--- config.mk ---
export PLATFORM = sky130hd
export DESIGN_NAME = cycle_sequencer
export DESIGN_NICKNAME = d
export VERILOG_FILES = /design/src/rtl/cycle_sequencer_pkg.sv /design/src/rtl/cycle_sequencer_edge_detect_rise.sv /design/src/rtl/cycle_sequencer.sv
export SDC_FILE = /design/constraint.sdc
export NUM_CORES = 1
export LEC_CHECK = 0
export CAP_MARGIN = 10
export CORE_MARGIN = 4
export CORE_UTILIZATION = 40
export CTS_CLUSTER_SIZE = 28
export DETAILED_ROUTE_END_ITERATION = 16
export PLACE_DENSITY = 0.79
export SLEW_MARGIN = 20
export SYNTH_ARGS = -nofsm -noshare
export SYNTH_HDL_FRONTEND = slang
export SYNTH_SLANG_ARGS = --single-unit
--- constraint.sdc ---
create_clock -name clock -period 2.2 [get_ports clock]
set_input_delay 0.22 -clock clock [delete_from_list [all_inputs] [get_ports clock]]
set_output_delay 0.22 -clock clock [all_outputs]
set_load 0.02 [all_outputs]
--- src/rtl/cycle_sequencer_pkg.sv ---
// Shared definitions for the ARMAria instruction-phase sequencer.
// Contents: state codes (also driven out on the phase port), special
// instruction IDs, ctrl_em class boundaries and two small decode helpers.
package cycle_sequencer_pkg;

  typedef enum logic [2:0] {
    S_RST    = 3'd0,
    S_FETCH  = 3'd1,
    S_DECODE = 3'd2,
    S_EXEC   = 3'd3,
    S_MEM    = 3'd4,
    S_WB     = 3'd5,
    S_WAIT   = 3'd6,
    S_HALT   = 3'd7
  } state_e;

  localparam logic [6:0] ID_RESET = 7'd100;
  localparam logic [6:0] ID_HALT  = 7'd75;
  localparam logic [6:0] ID_INPUT = 7'd72;

  localparam logic [2:0] EM_NONE      = 3'd0;
  localparam logic [2:0] EM_STORE_MAX = 3'd3;
  localparam logic [2:0] EM_LOAD_MAX  = 3'd6;
  localparam logic [2:0] EM_CLEAR     = 3'd7;

  // Store codes 1..3 are the only ones that write memory.
  function automatic logic em_is_store(input logic [2:0] em);
    return (em != EM_NONE) && (em <= EM_STORE_MAX);
  endfunction

  // Stores and loads (1..6) visit the memory phase; none and clear do not.
  function automatic logic em_is_mem(input logic [2:0] em);
    return (em != EM_NONE) && (em <= EM_LOAD_MAX);
  endfunction

endpackage

--- src/rtl/cycle_sequencer_edge_detect_rise.sv ---
// Rising-edge detector for an already-synchronised level input.
// Ports:
//   clock  - system clock, rising edge
//   reset  - asynchronous active-high reset (clears the history register)
//   din    - level input
//   rise   - high while din is 1 and was 0 on the previous clock
module edge_detect_rise (
  input  logic clock,
  input  logic reset,
  input  logic din,
  output logic rise
);

  logic din_q;

  always_ff @(posedge clock or posedge reset) begin
    if (reset) begin
      din_q <= 1'b0;
    end else begin
      din_q <= din;
    end
  end

  assign rise = din & ~din_q;

endmodule

--- src/rtl/cycle_sequencer.sv ---
// Multi-cycle instruction-phase sequencer for the ARMAria datapath.
// Walks FETCH -> DECODE -> EXEC -> [MEM] -> WB around the combinational
// control decoder, holds the decoder on the RESET ID after power-on, parks in
// HALT and waits for a user confirm on the input instruction in manual mode.
// Ports:
//   clock, reset    - clock (rising edge), asynchronous active-high reset
//   id              - decoded instruction ID
//   ctrl_em         - decoder memory code (0 none, 1..3 store, 4..6 load, 7 clear)
//   ctrl_rb         - decoder register-bank code (0 = no write)
//   mode            - 1 automatic input, 0 manual (input instruction waits)
//   confirm         - synchronised confirm button level
//   force_reset_id  - select ID_RESET into the decoder
//   ir_load, mem_we, rb_we, pc_en - one-cycle datapath strobes
//   halted, waiting - status flags for HALT and WAIT
//   phase           - current state code
//   retired         - retired-instruction counter (wraps)
module cycle_sequencer
  import cycle_sequencer_pkg::*;
#(
  parameter int unsigned RESET_CYCLES = 4,
  parameter int unsigned MEM_WAIT     = 1,
  parameter int unsigned CNT_W        = 16
) (
  input  logic             clock,
  input  logic             reset,
  input  logic [6:0]       id,
  input  logic [2:0]       ctrl_em,
  input  logic [2:0]       ctrl_rb,
  input  logic             mode,
  input  logic             confirm,
  output logic             force_reset_id,
  output logic             ir_load,
  output logic             mem_we,
  output logic             rb_we,
  output logic             pc_en,
  output logic             halted,
  output logic             waiting,
  output logic [2:0]       phase,
  output logic [CNT_W-1:0] retired
);

  localparam int unsigned RstW = (RESET_CYCLES > 1) ? $clog2(RESET_CYCLES) : 1;
  localparam int unsigned MemW = (MEM_WAIT > 1) ? $clog2(MEM_WAIT) : 1;
  localparam logic [RstW-1:0] RstLast = RstW'(RESET_CYCLES - 1);
  localparam logic [MemW-1:0] MemLast = MemW'(MEM_WAIT - 1);

  state_e           state_q, state_d;
  logic [RstW-1:0]  rst_cnt_q, rst_cnt_d;
  logic [MemW-1:0]  mem_cnt_q, mem_cnt_d;
  logic [CNT_W-1:0] retired_q, retired_d;
  logic             confirm_rise;

  // History register samples confirm in every state, so a button already
  // held when WAIT is entered produces no edge until released and re-pressed.
  edge_detect_rise u_confirm_edge (
    .clock (clock),
    .reset (reset),
    .din   (confirm),
    .rise  (confirm_rise)
  );

  always_ff @(posedge clock or posedge reset) begin
    if (reset) begin
      state_q   <= S_RST;
      rst_cnt_q <= '0;
      mem_cnt_q <= '0;
      retired_q <= '0;
    end else begin
      state_q   <= state_d;
      rst_cnt_q <= rst_cnt_d;
      mem_cnt_q <= mem_cnt_d;
      retired_q <= retired_d;
    end
  end

  always_comb begin
    state_d        = state_q;
    rst_cnt_d      = rst_cnt_q;
    mem_cnt_d      = mem_cnt_q;
    retired_d      = retired_q;
    force_reset_id = 1'b0;
    ir_load        = 1'b0;
    mem_we         = 1'b0;
    rb_we          = 1'b0;
    pc_en          = 1'b0;
    halted         = 1'b0;
    waiting        = 1'b0;

    case (state_q)
      S_RST: begin
        force_reset_id = 1'b1;
        if (rst_cnt_q == RstLast) begin
          rst_cnt_d = '0;
          state_d   = S_FETCH;
        end else begin
          rst_cnt_d = rst_cnt_q + RstW'(1);
        end
      end
      S_FETCH: begin
        ir_load = 1'b1;
        state_d = S_DECODE;
      end
      S_DECODE: begin
        if (id == ID_HALT) begin
          state_d = S_HALT;
        end else if ((id == ID_INPUT) && !mode) begin
          state_d = S_WAIT;
        end else begin
          state_d = S_EXEC;
        end
      end
      S_EXEC: begin
        mem_cnt_d = '0;
        state_d   = em_is_mem(ctrl_em) ? S_MEM : S_WB;
      end
      S_MEM: begin
        // Single write strobe at the start of the memory phase.
        mem_we = (mem_cnt_q == '0) && em_is_store(ctrl_em);
        if (mem_cnt_q == MemLast) begin
          mem_cnt_d = '0;
          state_d   = S_WB;
        end else begin
          mem_cnt_d = mem_cnt_q + MemW'(1);
        end
      end
      S_WB: begin
        rb_we     = (ctrl_rb != 3'd0);
        pc_en     = 1'b1;
        retired_d = retired_q + CNT_W'(1);
        state_d   = S_FETCH;
      end
      S_WAIT: begin
        waiting = 1'b1;
        if (confirm_rise) begin
          state_d = S_EXEC;
        end
      end
      S_HALT: begin
        halted = 1'b1;
      end
      default: begin
        state_d = S_RST;
      end
    endcase
  end

  assign phase   = state_q;
  assign retired = retired_q;

endmodule

Yosys cells after proc, flatten, opt, wreduce, memory -nomap -nowiden
Index checks and enable logic that the tools add are counted.

Input bits: 17. Output and inout bits: 26. Word-level logic and storage cells: 54. Register bits after elaboration: 23.

Reduce and logical (&&, ||, !) cells: 11. Bitwise operators: 3. $lt $le $gt $ge: 2. Add/sub/neg operators: 3. Equality and inequality tests: 13. Multiplexer cells: 17.

Operators with widths (number): $pmux 3 s7 (1); $add 16x1->16 const B (1); $mux 3 (5); $eq 7x7->1 const B (2); $eq 3x3->1 const B (4); $mux 1 (9); $reduce_bool 7->1 (1); $eq 3x2->1 const B (2); $ne 2x2->1 const B (3); $reduce_bool 3->1 (2); $logic_and 1x1->1 (4); $reduce_and 4->1 (1); $eq 3x1->1 const B (1); $le 3x2->1 const B (1); $le 3x3->1 const B (1); $logic_not 3->1 (1); $add 2x1->2 const B (1); $eq 2x2->1 const B (1); $mux 2 (1); $not 1->1 (2); $pmux 1 s2 (1); $reduce_bool 2->1 (1); $add 1x1->1 const B (1); $and 1x1->1 (1); $logic_not 1->1 (1).

Longest topological paths before layout
Gate-level depths: netlist of the first run.

Word-level depth: 5. Mapped depth: 5. Depth with buffers taken out: 5.

Cells and area by module
A second synthesis of the first run with hierarchy kept.

Cell total of the unflattened synthesis: 104. Area, all modules: 1148.6 µm².

Modules (own cells, without submodules): cycle_sequencer (times used 1, cells each 101, seq. area each 525.5 µm², area each 1106.1 µm²); edge_detect_rise (times used 1, cells each 3, seq. area each 25.0 µm², area each 42.5 µm²).

Least setup slack after synthesis of the first run
Ideal clock, no wire load.

Kind: register to output. Start: register state_q[0] (netlist: phase[0]). End: output mem_we. Setup slack: 0.529 ns. Cell stages (with the launch flop): 5. Buffers on the path: 1. Required time: 1.980 ns. Arrival: 1.451 ns. Cell sequence: dfrtp_1 > buf_4 > inv_1 > nand2_1 > nor4_1.

Cells in the longest elaborated chain, start to end: 2.

RTL lines: start, declared (RTL line cycle_sequencer.sv:47) `state_e state_q, state_d;`; start signal, assigned (RTL line cycle_sequencer.sv:69) `state_q <= state_d;`; $eq 3x3->1 (RTL line cycle_sequencer.sv:89) `case (state_q)`; $mux 1 (RTL line cycle_sequencer.sv:89); end, declared (RTL line cycle_sequencer.sv:33) `output logic mem_we,`.

Every way passes these cells.

Worst setup path in the final report of the first run
Start: register state_q[1] (netlist: phase[1]). End: output rb_we.

Cells in the longest elaborated chain, start to end: 2.

RTL lines: $eq 3x3->1 (RTL line cycle_sequencer.sv:89); $mux 1 (RTL line cycle_sequencer.sv:89); end, declared (RTL line cycle_sequencer.sv:34) `output logic rb_we,`.

Every way passes these cells.

==> PnR_summary.wiki, run 1 <==
{| class="wikitable"
! Metric !! Value
|-
| Number of core rows || 18
|-
| Crit path setup slack, layout || 124 ps
|-
| TritonCTS clock tree || done
|-
| Length of the first detailed-routing pass in iterations || 4
|-
| Routability congestion estimate from global placement || approximately 0.82
|-
| Diode insertion count for antenna repair || 0
|-
| Post-layout net count || approximately 170
|-
| Reported leakage power || about 0.00073 uW
|-
| Post-synth top cells || 22 x sky130_fd_sc_hd__dfrtp_1, 16 x sky130_fd_sc_hd__nand2_1, 14 x sky130_fd_sc_hd__xnor2_1
|-
| Setup repair after global routing missed its margin || no
|-
| Total DRC errors in the routed layout || 0
|-
| Core area || 2570 sq um
|-
| Number of synthesized flops with an enable pin || 0
|-
| Die width || 61 um
|-
| Number of antenna violations at the first check in global routing || 0
|-
| Endpoints failing hold || 0
|-
| Count of non-filler cells in the finished layout || ~180
|-
| Area share of fa/ha/maj cells after synthesis || 2.23%
|-
| Number of clock buffers inserted by TritonCTS || 3
|-
| Count of vias placed by the detailed router || 925
|-
| CP Class || register to primary output
|-
| Die Y-Extent || 61 um
|-
| Worst-path fanout max || 13
|-
| Iteration-0 DRC count of the detailed router || 26
|-
| Routed length per placed instance || 12.8 um
|-
| Dominant cell by count in the synthesized netlist || sky130_fd_sc_hd__dfrtp_1
|-
| Total congestion overflow || 0
|-
| Initial Util || 43.8%
|-
| Fin crit period || 2080 ps
|-
| Post-synth cell types || 35
|-
| Simple-gate share of the synthesized area || 26.5%
|-
| Leading area contributor after synthesis || sky130_fd_sc_hd__dfrtp_1
|-
| Total of hold buffers inserted after clock tree synthesis || 0
|-
| Sequential fraction of the synthesis area || 49.0%
|-
| Relative slew slack || between 80% and 90%
|-
| Crit path arrival time || around 1900 ps
|-
| Clk_skew || 12.2 ps
|-
| Clock Latency Late Sink || between 300 and 400 ps
|-
| Setup-violating endpoint count in the final report || 0
|-
| CTS clock-pin slew for the worst setup and hold paths || 130 ps
|-
| Crit path required time || about 2000 ps
|-
| Power density normalized to cell area || 1010 nW/um^2
|-
| Post-route fraction of the period consumed by the critical path || 94.4%
|-
| Area added between synthesis and finish || 45.2%
|-
| Number of global-route vias before repair || 948
|-
| Largest family of logic cells by synthesized area || simple AND/OR/NAND/NOR gates
|-
| WL final || 2330 um
|-
| CTS sink count || 22
|-
| Maximum capacitance violations || 0
|-
| Cells after Synth || 108
|-
| Worst hold-check path type || input port to async pin
|-
| Global-route wire length before repair || 3880 um
|-
| Max-slew violation total from the final report || 0
|-
| Syn_nets || 127
|-
| Worst-margin pin slew || 280 ps
|-
| Io pins || 43
|-
| Proportion of synthesized area in mux cells || 2.00%
|-
| Compound-cell area share of the yosys netlist || approximately 4.3%
|-
| Peak supply drop || 0.638 mV
|-
| Place WS || 383 ps
|-
| Full die area || between 3000 and 4000 sq um
|-
| Clk root buf || sky130_fd_sc_hd__clkbuf_4
|-
| Area contributors post-synth || sky130_fd_sc_hd__dfrtp_1 49%, sky130_fd_sc_hd__xnor2_1 11%, sky130_fd_sc_hd__nand2_1 5.3%
|-
| Setup TNS Final || 0 ps
|-
| Vias per cell || 5.08
|-
| Count of port buffers added during placement || 42
|-
| Number of warnings reported in the yosys synthesis log || 0
|-
| Crit. End Element || primary output
|-
| Fmax achieved || 482 MHz
|-
| Share of the synthesized area in the top cell type || 49.0%
|-
| Dpl cells || 178
|-
| Commonest register cell after synthesis || sky130_fd_sc_hd__dfrtp_1
|-
| Buffer depth of the longest clock path || 2
|-
| Combined global-route utilization of all metal layers || 13.9%
|-
| Ratio of cells with drive above 1 in the final layout || 11.2%
|-
| Startpoint type of the worst setup path || register
|-
| Xor/xnor share of the synthesized area || 12.5%
|-
| Number of levels the H-tree was split into || 1
|-
| Result of the run || finished, final reports clean
|-
| Pin count of the biggest net entering global routing || 23
|-
| Routed Antenna Nets || 0
|-
| Hold WS || 228 ps
|-
| Number of flip-flops and latches in the synthesized netlist || 22
|-
| Syn Std Cell Area || 1120 sq um
|-
| HPWL after detailed placement || 1820 um
|-
| Share of synthesized registers carrying an async set or reset || 100%
|-
| Avg Synthesized Cell Area || 10.4 sq um
|}
## registers in the layout, summed over array words and instances (netlist names)
signal                cells
rst_cnt_q                 2
retired                  16
phase                     3
u_confirm_edge.din_q      1
## cells by family (layout without fill, tap and decap cells)
family,Yosys count,after routing
adders and majority gates,2,2
AOI/OAI and AO/OA,8,8
buffers and inverters,9,53
xor gates and xnor gates,16,16
and+or+nand+nor,49,49
DFF,22,22
muxes,2,2
## per-layer routing
| metal | GRT usage, % | part of all wire (%) |
|---|---|---|
| met1 | 16.3 | 43 |
| met2 | 24.4 | 48 |
| met3 | 3.62 | 7.7 |
| met4 | 4.64 | 0.43 |
| met5 | 0 | 0 |
## final cells by class
cell class / count / area, sq um
timing repair buffer: 43 / 430
fill: 224 / 936
clock inverter: 1 / 30.0
tap: 30 / 37.5
multi-input combinational: 77 / 534
inverter: 6 / 22.5
sequential: 22 / 554
clock buffer: 3 / 22.5
## what timing repair did
item,CTS,global route
endpoints found under the setup margin,0,3
resized for setup,0,4
buffers inserted,0,0
## report_power, final
part	internal, uW	switching [uW]	total, uW
combinational	361	336	697
sequential	498	146	644
clock	184	122	306
## per-stage QoR
step	util (%)	total power (uW)	cell area [sq um]
after floorplan	-	1060	1120
after CTS	63.3	1660	1630
after global routing	63.5	1750	1630
final	63.5	1650	1630
after global placement	61.3	1330	1570
after detailed placement	61.3	1350	1570
## cells in the final DEF, fill, tap and decap left out, types with 2 or more instances in the layout
cell and n:
sky130_fd_sc_hd__clkdlybuf4s50_1 41, sky130_fd_sc_hd__dfrtp_1 19, sky130_fd_sc_hd__nand2_1 16, sky130_fd_sc_hd__xnor2_1 14
sky130_fd_sc_hd__nor2_1 7, sky130_fd_sc_hd__inv_1 5, sky130_fd_sc_hd__and3_1 4, sky130_fd_sc_hd__nand4_1 3
sky130_fd_sc_hd__nor3_1 3, sky130_fd_sc_hd__nand3_1 3, sky130_fd_sc_hd__clkbuf_4 3, sky130_fd_sc_hd__dfrtp_2 3
sky130_fd_sc_hd__mux2_2 2, sky130_fd_sc_hd__a21oi_1 2, sky130_fd_sc_hd__xor2_1 2, sky130_fd_sc_hd__o21ai_0 2
sky130_fd_sc_hd__ha_1 2
## critical path: stages (launching register included)
cell and delay, ps:
sky130_fd_sc_hd__dfrtp_2 520, sky130_fd_sc_hd__nand3b_1 270, sky130_fd_sc_hd__nor2_1 150, sky130_fd_sc_hd__clkdlybuf4s50_1 610
## path summary, 6_finish.rpt
kind / slack [ps] / from / depth (start not counted) / endpoint
setup reg to reg: 650 / phase[1]$_DFFE_PP0P_ / 4 / retired[15]$_DFFE_PP0P_
max in group asynchronous: 1720 / reset / 3 / phase[2]$_DFFE_PP0P_
hold / removal: 230 / reset / 3 / retired[1]$_DFFE_PP0P_
hold reg to reg: 480 / retired[15]$_DFFE_PP0P_ / 1 / retired[15]$_DFFE_PP0P_
setup / recovery: 120 / phase[1]$_DFFE_PP0P_ / 3 / rb_we
min in group clock: 370 / confirm / 1 / u_confirm_edge.din_q$_DFF_PP0_
Note: power is estimated with default switching activity, not from simulation.
==> inputs of run 2 (changes only) <==
CORE_UTILIZATION = 48   (was 40)
CTS_BUF_LIST = sky130_fd_sc_hd__clkbuf_8   (was unset)
PLACE_DENSITY = 0.91   (was 0.79)
==> run 2 against run 1 <==
Compared with the run above:
- wire length is 0.13% higher
- critical endpoint unchanged
- non-clock buffer count is the same
- first-iteration DRC count down 38%
- largest cell class unchanged
- clock power shrank 7.8%
- largest power group unchanged
==> PnR_summary.wiki, run 2 (same netlist as run 1, synthesis figures left out) <==
{| class="wikitable"
! Metric !! Value
|-
| Crit. End Element || primary output (unchanged)
|-
| Crit path required time || 1980 ps (about the same)
|-
| Combined global-route utilization of all metal layers || 16.0% (was 13.9%)
|-
| Place WS || 394 ps (was 383 ps)
|-
| Setup-violating endpoint count in the final report || 0 (unchanged)
|-
| Relative slew slack || 73.8% (was 81.3%)
|-
| Count of fill cells added during filler insertion || 162 (was 224)
|-
| Number of clock buffers inserted by TritonCTS || 3 (unchanged)
|-
| Cell at the slowest stage of the critical path || sky130_fd_sc_hd__clkdlybuf4s50_1 (unchanged)
|-
| Number of global-route vias before repair || 917 (was 948)
|-
| Maximum capacitance violations || 0 (unchanged)
|-
| Routability congestion estimate from global placement || 0.827 (was 0.819)
|-
| Io pins || 43 (unchanged)
|-
| Total DRC errors in the routed layout || 0 (unchanged)
|-
| Count of port buffers added during placement || 42 (unchanged)
|-
| Number of levels the H-tree was split into || 1 (unchanged)
|-
| Number of core rows || 17 (was 18)
|-
| Startpoint type of the worst setup path || register (unchanged)
|-
| CTS sink count || 22 (unchanged)
|-
| Routed Antenna Nets || 0 (unchanged)
|-
| Total of hold buffers inserted after clock tree synthesis || 0 (unchanged)
|-
| WL final || 2340 um (was 2330 um)
|-
| Crit path arrival time || 1850 ps (was 1860 ps)
|-
| Clk root buf || sky130_fd_sc_hd__clkbuf_8 (was sky130_fd_sc_hd__clkbuf_4)
|-
| List of cells traversed by the critical path || nand3b_1 > nor2_1 > clkdlybuf4s50_1 (unchanged)
|-
| Buffer depth of the longest clock path || 2 (unchanged)
|-
| Core area || 2210 sq um (was 2570 sq um)
|-
| Length of the first detailed-routing pass in iterations || 4 (unchanged)
|-
| Pin count of the biggest net entering global routing || 23 (unchanged)
|-
| TritonCTS clock tree || done (unchanged)
|-
| Clk_skew || 2.93 ps (was 12.2 ps)
|-
| Initial Util || 50.8% (was 43.8%)
|-
| CTS clock-pin slew for the worst setup and hold paths || 80 ps (was 130 ps)
|-
| Worst-margin pin slew || 393 ps (was 280 ps)
|-
| Most frequent cells in the layout || 41 x sky130_fd_sc_hd__clkdlybuf4s50_1, 22 x sky130_fd_sc_hd__dfrtp_1, 16 x sky130_fd_sc_hd__nand2_1, 14 x sky130_fd_sc_hd__xnor2_1, 7 x sky130_fd_sc_hd__nor2_1 (was 41 x sky130_fd_sc_hd__clkdlybuf4s50_1, 19 x sky130_fd_sc_hd__dfrtp_1, 16 x sky130_fd_sc_hd__nand2_1, 14 x sky130_fd_sc_hd__xnor2_1, 7 x sky130_fd_sc_hd__nor2_1)
|-
| R2R Setup Slk || 610 ps (was 650 ps)
|-
| Worst hold-check path type || input port to async pin (unchanged)
|-
| Result of the run || finished, final reports clean (unchanged)
|-
| Fmax achieved || 482 MHz (about the same)
|-
| Fin crit period || 2070 ps (was 2080 ps)
|-
| Ratio of cells with drive above 1 in the final layout || 9.21% (was 11.2%)
|-
| HPWL after detailed placement || 1840 um (was 1820 um)
|-
| Clock Latency Late Sink || 250 ps (was 310 ps)
|-
| Leading cell type in the layout, fill and taps excluded || sky130_fd_sc_hd__clkdlybuf4s50_1 (unchanged)
|-
| Die width || 56.4 um (was 61 um)
|-
| Setup repair after global routing missed its margin || no (unchanged)
|-
| Global-route wire length before repair || 4040 um (was 3880 um)
|-
| Number of antenna violations at the first check in global routing || 0 (unchanged)
|-
| Die Y-Extent || 56.4 um (was 61 um)
|-
| Max FFs per register || 16 (unchanged)
|-
| Vias per cell || 5.19 (was 5.08)
|-
| Routed length per placed instance || 13.0 um (was 12.8 um)
|-
| Endpoints failing hold || 0 (unchanged)
|-
| Full die area || 3180 sq um (was 3720 sq um)
|-
| Slowest cell delay on critical path || 610 ps (about the same)
|-
| Number of resized instances in the post-cts repair step || 0 (unchanged)
|-
| Iteration-0 DRC count of the detailed router || 16 (was 26)
|-
| Post-route fraction of the period consumed by the critical path || 94.2% (was 94.4%)
|-
| Post-layout net count || 172 (unchanged)
|-
| Peak supply drop || 0.917 mV (was 0.638 mV)
|-
| Area added between synthesis and finish || 44.9% (was 45.2%)
|-
| Setup TNS Final || 0 ps (unchanged)
|-
| Total congestion overflow || 0 (unchanged)
|-
| Dpl cells || 176 (was 178)
|-
| Count of vias placed by the detailed router || 935 (was 925)
|-
| Worst-path fanout max || 13 (unchanged)
|-
| Count of non-filler cells in the finished layout || 180 (was 182)
|-
| Crit path setup slack, layout || 127 ps (was 124 ps)
|-
| Number of setup buffers added after CTS || 0 (unchanged)
|-
| Max-slew violation total from the final report || 0 (unchanged)
|-
| Diode insertion count for antenna repair || 0 (unchanged)
|-
| Power density normalized to cell area || 996 nW/um^2 (was 1010 nW/um^2)
|-
| Reported leakage power || 0.000739 uW (was 0.000735 uW)
|-
| CP Class || register to primary output (unchanged)
|}
-- run 2: worst max-delay path, delay by kind of cell, from the launching register on --
| family | cells | cell delay, ps |
|---|---|---|
| buf+inv | 1 | 610 |
| flops | 1 | 520 |
| simple gates | 2 | 470 |
-- run 2: cell type report --
type	count	area [sq um]	share of cell area, %
timing repair buffer	43	430	26.4
multi-input combinational	77	534	32.8
tap	28	35.0	2.15
inverter	6	22.5	1.38
clock buffer	4	55.1	3.38
sequential	22	551	33.8
-- run 2: final timing paths --
path,from,to,cells after the start
worst max register to register,phase[1]$_DFFE_PP0P_,retired[15]$_DFFE_PP0P_,4
worst min-delay path,reset,rst_cnt_q[0]$_DFFE_PP0N_,3
worst min register to register,retired[15]$_DFFE_PP0P_,retired[15]$_DFFE_PP0P_,1
worst max-delay path,phase[1]$_DFFE_PP0P_,rb_we,3
min in group clock,confirm,u_confirm_edge.din_q$_DFF_PP0_,1
max in group asynchronous,reset,retired[12]$_DFFE_PP0P_,3
-- run 2: power by group --
| part | switching, uW | internal [uW] |
|---|---|---|
| sequential | 146 | 492 |
| clock | 123 | 159 |
| combinational | 340 | 360 |
| total | 610 | 1010 |
-- run 2: metrics by stage --
step | hold WS, ps | util, % | instance area [sq um] | power (uW)
after floorplan | 209 | - | 1120 | 1060
after global placement | 464 | 71.0 | 1570 | 1330
after detailed placement | 469 | 71.0 | 1570 | 1350
after CTS | 319 | 73.5 | 1630 | 1640
after global routing | 345 | 73.6 | 1630 | 1730
final | 307 | 73.6 | 1630 | 1620
-- run 2: layer usage --
metal | GRT usage [%] | vias up | part of all wire, %
met1 | 18.8 | 447 | 39
li1 | - | 450 | -
met3 | 4.60 | 2 | 7.5
met4 | 7.12 | 0 | 1.0
met2 | 27.0 | 36 | 52
met5 | 0 | - | 0
